==> config.mk <==
export PLATFORM = sky130hd
export DESIGN_NAME = sram1r1w_fifo_ctrl
export DESIGN_NICKNAME = d
export VERILOG_FILES = /design/src/rtl/sram1r1w_fifo_ctrl.sv
export SDC_FILE = /design/constraint.sdc
export NUM_CORES = 1
export LEC_CHECK = 0
export CAP_MARGIN = 20
export CORE_ASPECT_RATIO = 1.5
export CORE_MARGIN = 10
export CORE_UTILIZATION = 53
export CTS_BUF_LIST = sky130_fd_sc_hd__clkbuf_4 sky130_fd_sc_hd__clkbuf_8
export CTS_CLUSTER_SIZE = 8
export DETAILED_ROUTE_END_ITERATION = 8
export PLACE_DENSITY = 0.92
export SLEW_MARGIN = 40
export SYNTH_ARGS = -nofsm -noshare
export SYNTH_HDL_FRONTEND = slang
export SYNTH_SLANG_ARGS = --single-unit
==> constraint.sdc <==
create_clock -name clk -period 6.1 [get_ports clk]
set_clock_uncertainty 0.15 [all_clocks]
set_input_delay 0.915 -clock clk [delete_from_list [all_inputs] [get_ports clk]]
set_output_delay 0.915 -clock clk [all_outputs]
set_load 0.005 [all_outputs]
==> src/rtl/sram1r1w_fifo_ctrl.sv <==
// Valid/ready FIFO controller in front of a 1R1W SRAM (1-cycle registered read).
// A 3-entry prefetch buffer hides the read latency so pops run at one word per cycle.
module sram1r1w_fifo_ctrl #(
  parameter int N = 16,
  parameter int W = 32,
  localparam int AW = (N > 1) ? $clog2(N) : 1,
  localparam int CW = $clog2(N + 1)
) (
  input  logic          clk,
  input  logic          arst_n,
  input  logic          i_push_vld,
  input  logic [W-1:0]  i_push_data,
  output logic          o_push_rdy,
  output logic          o_pop_vld,
  output logic [W-1:0]  o_pop_data,
  input  logic          i_pop_rdy,
  output logic          o_sram_wen,
  output logic [AW-1:0] o_sram_waddr,
  output logic [W-1:0]  o_sram_wdata,
  output logic          o_sram_ren,
  output logic [AW-1:0] o_sram_raddr,
  input  logic [W-1:0]  i_sram_rdata
);

  logic [AW-1:0] wptr, rptr;
  logic [CW-1:0] sram_cnt;
  logic          inflight;
  logic [1:0]    obuf_cnt, head, tail;
  logic [W-1:0]  obuf [3];
  logic          push, pop, ren;
  logic [2:0]    credit;

  assign o_push_rdy   = (sram_cnt != CW'(N));
  assign push         = i_push_vld & o_push_rdy;
  assign o_pop_vld    = (obuf_cnt != 2'd0);
  assign o_pop_data   = obuf[head];
  assign pop          = o_pop_vld & i_pop_rdy;

  // Words already buffered or on their way, minus the one leaving this cycle.
  assign credit       = {1'b0, obuf_cnt} + {2'b00, inflight} - {2'b00, pop};
  assign ren          = (sram_cnt != '0) && (credit < 3'd3);

  assign o_sram_wen   = push;
  assign o_sram_waddr = wptr;
  assign o_sram_wdata = i_push_data;
  assign o_sram_ren   = ren;
  assign o_sram_raddr = rptr;

  always_ff @(posedge clk or negedge arst_n) begin
    if (!arst_n) begin
      wptr     <= '0;
      rptr     <= '0;
      sram_cnt <= '0;
      inflight <= 1'b0;
      obuf_cnt <= 2'd0;
      head     <= 2'd0;
      tail     <= 2'd0;
    end else begin
      if (push) wptr <= (wptr == AW'(N - 1)) ? '0 : wptr + AW'(1);
      if (ren)  rptr <= (rptr == AW'(N - 1)) ? '0 : rptr + AW'(1);
      case ({push, ren})
        2'b10:   sram_cnt <= sram_cnt + CW'(1);
        2'b01:   sram_cnt <= sram_cnt - CW'(1);
        default: sram_cnt <= sram_cnt;
      endcase
      inflight <= ren;
      if (inflight) tail <= (tail == 2'd2) ? 2'd0 : tail + 2'd1;
      if (pop)      head <= (head == 2'd2) ? 2'd0 : head + 2'd1;
      case ({inflight, pop})
        2'b10:   obuf_cnt <= obuf_cnt + 2'd1;
        2'b01:   obuf_cnt <= obuf_cnt - 2'd1;
        default: obuf_cnt <= obuf_cnt;
      endcase
    end
  end

  // Payload storage needs no reset; obuf_cnt gates visibility.
  always_ff @(posedge clk) begin
    if (inflight) obuf[tail] <= i_sram_rdata;
  end

endmodule

Word-level counts from Yosys, hierarchy flattened

Memory sizes are Yosys's and may differ from the RTL's.
Cells that the tools add are included.

Add/sub/neg operators: 10
Magnitude comparators: 1
Eq/ne operators: 9
Mux-type cells: 8
Bitwise logic cells: 2
Reductions and logical operators: 5

Operators by type and width:

| operator              | count |
|---|---|
| $pmux W5 S2           | 1 |
| $add A4 B1 Y4 const B | 2 |
| $eq A2 B2 Y1 const B  | 4 |
| $eq A4 B4 Y1 const B  | 2 |
| $mux W4               | 2 |
| $add A2 B1 Y2 const B | 3 |
| $reduce_bool A2 Y1    | 3 |
| $add A5 B1 Y5 const B | 1 |
| $ne A5 B5 Y1 const B  | 1 |
| $reduce_bool A5 Y1    | 1 |
| $sub A5 B1 Y5 const B | 1 |
| $eq A2 B1 Y1 const B  | 2 |
| $mux W2               | 2 |
| $pmux W2 S2           | 1 |
| $add A2 B1 Y3         | 1 |
| $lt A3 B2 Y1 const B  | 1 |
| $sub A3 B1 Y3         | 1 |
| $and A1 B1 Y1         | 2 |
| $mux W1               | 2 |
| $sub A2 B1 Y2 const B | 1 |
| $logic_and A1 B1 Y1   | 1 |

Register bits after elaboration: 20
Bits in writable memories: 96
Output and inout bits: 76
Memories: 1

Memories:

| name | depth | bits a word | rd ports | clocked after memory_dff | write ports | RTL line | RTL |
|---|---|---|---|---|---|---|---|
| obuf | 3     | 32          | 1        | 0                        | 1           | 29       | `logic [W-1:0] obuf [3];` |

Depth between registers and ports, before layout

Depth after elaboration: 7
Mapped depth: 17
Depth with buffers taken out: 17

Worst setup path before layout

OpenSTA, ideal clock, no wires.

Path type: input -> register
Start point: input port i_pop_rdy
End point: register sram_cnt[4]
Arrival: 4.113 ns
Required time: 5.834 ns
Slack: 1.722 ns
Stages: 17
Buffers on the path: 0
Cells stage by stage: o21ai_0 -> inv_1 -> ha_1 -> inv_1 -> ha_1 -> inv_1 -> fa_1 -> xnor2_1 -> o221ai_4 -> inv_1 -> ha_1 -> inv_1 -> fa_1 -> nor2b_1 -> o21a_1 -> mux2_2 -> o311ai_0

Word-level cells in the longest chain between the ends: 6
Elaborated cells between the ends (all ways): 8
Classes of those cells: 1 x add/sub; 1 x order compare; 2 x eq/ne; 1 x mux; 1 x bitwise; 2 x reduce/logical

Ends and longest elaborated chain:

| element                                                  | RTL line | RTL |
|---|---|---|
| start: declaration                                       | 16       | `input logic i_pop_rdy,` |
| $and A1 B1 Y1 *                                          | 37       | `assign pop = o_pop_vld & i_pop_rdy;` |
| net pop                                                  | 30       | `logic push, pop, ren;` |
| $sub A3 B1 Y3 *                                          | 40       | `assign credit = {1'b0, obuf_cnt} + {2'b00, inflight} - {2'b00, pop};` |
| $lt A3 B2 Y1 *                                           | 41       | `assign ren = (sram_cnt != '0) && (credit < 3'd3);` |
| $logic_and A1 B1 Y1 *                                    | 41       |  |
| net o_sram_ren                                           | 20       | `output logic o_sram_ren,` |
| $eq A2 B1 Y1 / $eq A2 B2 Y1 (equally long branches)      | 61       | `case ({push, ren})` |
| $pmux W5 S2 / $reduce_bool A2 Y1 (equally long branches) | n/a      |  |
| end signal: assignment                                   | 62       | `2'b10: sram_cnt <= sram_cnt + CW'(1);` |
| end signal: assignment                                   | 63       | `2'b01: sram_cnt <= sram_cnt - CW'(1);` |
| end signal: assignment                                   | 64       | `default: sram_cnt <= sram_cnt;` |
| end: declaration                                         | 26       | `logic [CW-1:0] sram_cnt;` |

The timed path passes the listed nets; every way through them passes the cells marked *.
A chain may end at the register's enable or synchronous reset.

Final worst setup path

Start point: input port i_pop_rdy
End point: register sram_cnt[4]

Word-level cells in the longest chain between the ends: 6
Elaborated cells between the ends (all ways): 8
Classes of those cells: 1 x add/sub; 1 x order compare; 2 x eq/ne; 1 x mux; 1 x bitwise; 2 x reduce/logical

Ends and longest elaborated chain:

| element                                                  | RTL line |
|---|---|
| $and A1 B1 Y1 *                                          | 37 |
| net pop                                                  | 30 |
| $sub A3 B1 Y3 *                                          | 40 |
| $lt A3 B2 Y1 *                                           | 41 |
| $logic_and A1 B1 Y1 *                                    | 41 |
| $eq A2 B1 Y1 / $eq A2 B2 Y1 (equally long branches)      | 61 |
| $pmux W5 S2 / $reduce_bool A2 Y1 (equally long branches) | n/a |

Marked as above.

==> impl_metrics.csv <==
group,metric,value,unit
run_status,status,"complete, no violations",
setup_path,r2r_slack,1.62,ns
cts,cts_resized,0,
yosys,yosysWarnings,0,
setup_path,crit_type,"primary input to register",
setup_path,crit_fanout,8,
routing,drc_errors,0,
yosys,synth_cell_types,36,
global_route,overflow,0,
yosys,synth_flop_cell,"edfxtp_1",
final_layout,nNetsFinal,484,
final_layout,antennaDiodeCount,0,
cts,htreeDepth,4,
worst_hold_path,hold_class,"primary input to async pin",
yosys,yosysTopAreaCellShare,58.52,%
yosys,syn-cell-area,4926,um2
floorplanning,num_rows,43,
setup_path,cp.arrival,4.88,ns
yosys,syn_nets,426,
routing,drt_wl_total,9.726,mm
yosys,yosysMostFrequentCell,"edfxtp_1",
yosys,syn_inst,347,
cts,cts_buffers,17,
routing,wire_per_inst,18.35,um
power_and_ir_drop,peakVddDrop,0.0005857,V
routing,drtIter0Drc,90,
yosys,synth.area.top_cells,"edfxtp_1 59%, dfrtp_1 10%, mux2i_1 6.7%",
power_and_ir_drop,clkPwrFrac,22.5,%
timing,post-route-min-period,4.726,ns
routing,drt_pass1_iterations,4,
power_and_ir_drop,cellInternalPower,2.223,mW
final_layout,n_fill_cell,657,
yosys,synth_edf_count,96,
setup_path,reg2reg_from,"obuf_cnt[1]$_DFFE_PN0P_",
yosys,synth_area_leader_cell,"edfxtp_1",
routing,vias_per_cell,5.321,
final_layout,fin_cells,530,
yosys,syn_area_per_cell,14.20,um2
setup_path,worst_setup_path_end_kind,"register",
final_layout,areaGrowthSynthToFinish,23.49,%
timing,fmax,211.6,MHz
power_and_ir_drop,power_frac_comb,37.6,%
setup_path,cp-start-kind,"primary input",
final_layout,fin_util,66.51,%
final_layout,regArea,3391,um2
place,place_congestion,0.8003,
floorplanning,core_area,9146,um2
power_and_ir_drop,seq_power_share,39.9,%
cts,clk_path_buf_depth,2,
floorplanning,floorplan.initialDensity,53.86,%
floorplanning,io_pins,144,
timing,maxSlewViolCount,0,
yosys,synth-async-reset-ratio,17.24,%
final_layout,multi_input_area,1222,um2
routing,ant_nets,0,
cts,clk_pin_slew,0.07,ns
timing,grt_setup_unrepaired,"no",
floorplanning,die_w,98.72,um
cts,clkLatencyLatePin,0.41,ns
cts,cts_tree,"done",
floorplanning,fp.dieH,138.1,um
job,cap_violations,0,
yosys,synth_common_cells,"96 x edfxtp_1, 46 x nand2_1, 40 x o21ai_0",
global_route,grt_pass1_vias,3109,
cts,cts_sinks,116,
floorplanning,die_area,13630,um2
yosys,yosysSeqAreaShare,68.68,%
timing,max_slew_margin,58.44,%
global_route,antenna_found_initial,0,
timing,hold_violations,0,
yosys,synth_seq_cells,116,
global_route,track_usage,14.70,%
cts,cts-root-buf,"clkbuf_8",
final_layout,drive_gt1_share,12.20,%
power_and_ir_drop,p_switching,1.063,mW
setup_path,required,6.25,ns
global_route,grt_max_degree,67,
power_and_ir_drop,swShare,32.36,%
power_and_ir_drop,p_leak,2.244,nW
timing,setup_viol,0,
power_and_ir_drop,p_per_area,540.2,nW/um2
power_and_ir_drop,power,3.286,mW
place,place_hpwl,6.680,mm
timing,period_share,77.47,%
timing,tightest_slew,0.6234,ns
routing,dr_total_vias,2820,
cts,postCtsHoldBufs,0,
timing,fin_tns_setup,0,ns
global_route,grt_pass1_wl,15.88,mm
place,portBuffers,79,
place,post-place-cells,498,
setup_path,crit_start,"i_pop_rdy",
cts,cts_setup_buffers,0,
==> routing by layer <==
layer / part of all wire [%] / up-vias / track usage [%]
met5: 0 / - / 0
met4: 5.3 / 0 / 10.37
met3: 7.2 / 45 / 5.835
met2: 54 / 78 / 25.82
met1: 34 / 1359 / 13.17
li1: - / 1338 / -
==> layout make-up <==
class | instances | area share, %
flip-flops and latches | 116 | 55.74
well taps | 112 | 2.304
inverters | 13 | 0.8021
multi-input cells | 174 | 20.09
clock buffers | 21 | 4.751
clock inverters | 11 | 2.448
repair buffers | 83 | 13.86
==> sequential cells by signal (all words and copies together), names as in the netlist <==
signal / count
obuf: 96
sram_cnt: 5
o_sram_raddr: 4
o_sram_waddr: 4
head: 2
obuf_cnt: 2
tail: 2
inflight: 1
==> power groups by stage <==
stage	Sequential [mW]	Clock (mW)	Combinational, mW
2_1_floorplan	1.20	0	0.790
3_3_place_gp	1.31	0	1.18
3_5_place_dp	1.33	0	1.25
4_1_cts	1.31	0.761	1.26
5_1_grt	1.34	0.801	1.37
6_report	1.31	0.740	1.23
==> worst max-delay path, stage by stage <==
cell,delay (ns)
clkdlybuf4s50_1,0.41
o21ai_0,0.18
inv_1,0.12
ha_1,0.29
inv_1,0.06
ha_1,0.13
inv_1,0.05
fa_1,0.38
xnor2_1,0.25
o221ai_4,0.20
inv_1,0.14
ha_1,0.33
inv_1,0.12
fa_1,0.41
nor2b_1,0.13
o21a_1,0.16
mux2_2,0.33
o311ai_0,0.30
==> through the flow <==
stage          hold WS [ns]  instance area (um2)  setup slack, ns
6_report             0.2892                 6083            1.374
5_1_grt              0.2857                 6083            1.016
4_1_cts              0.2700                 6083            1.383
3_5_place_dp         0.3652                 5645           0.9438
3_3_place_gp         0.3487                 5603            1.162
2_1_floorplan        0.3409                 4926            1.722
==> layout by cell type, fill, tap and decap left out, types with 3 or more instances in the layout <==
cell type / n
a21o_1: 3
bufinv_16: 3
clkbuf_8: 21
clkdlybuf4s50_1: 78
clkinvlp_4: 3
dfrtp_1: 18
edfxtp_1: 96
ha_1: 9
inv_1: 12
mux2i_1: 33
nand2_1: 46
nor2_1: 5
o21ai_0: 40
xnor2_1: 5
xor2_1: 4
==> final timing paths <==
path,cells past startpoint,endpoint
max reg2reg,17,sram_cnt[4]$_DFFE_PN0P_
min in group clk,1,o_sram_waddr[3]$_DFFE_PN0P_
min reg2reg,1,o_sram_waddr[3]$_DFFE_PN0P_
min,1,o_sram_raddr[0]$_DFFE_PN0P_
max in group asynchronous,1,head[0]$_DFFE_PN0P_
max,18,sram_cnt[4]$_DFFE_PN0P_
==> kinds of logic after synthesis <==
group	synth area share, %
adder cells (fa/ha/maj)	3.099
AO/OA/AOI/OAI	6.630
AND/OR/NAND/NOR	5.664
multiplexers	7.468
buffers and inverters	6.858
flip-flops	68.68
XOR/XNOR	1.600
Power figures use the tool's default switching activity.
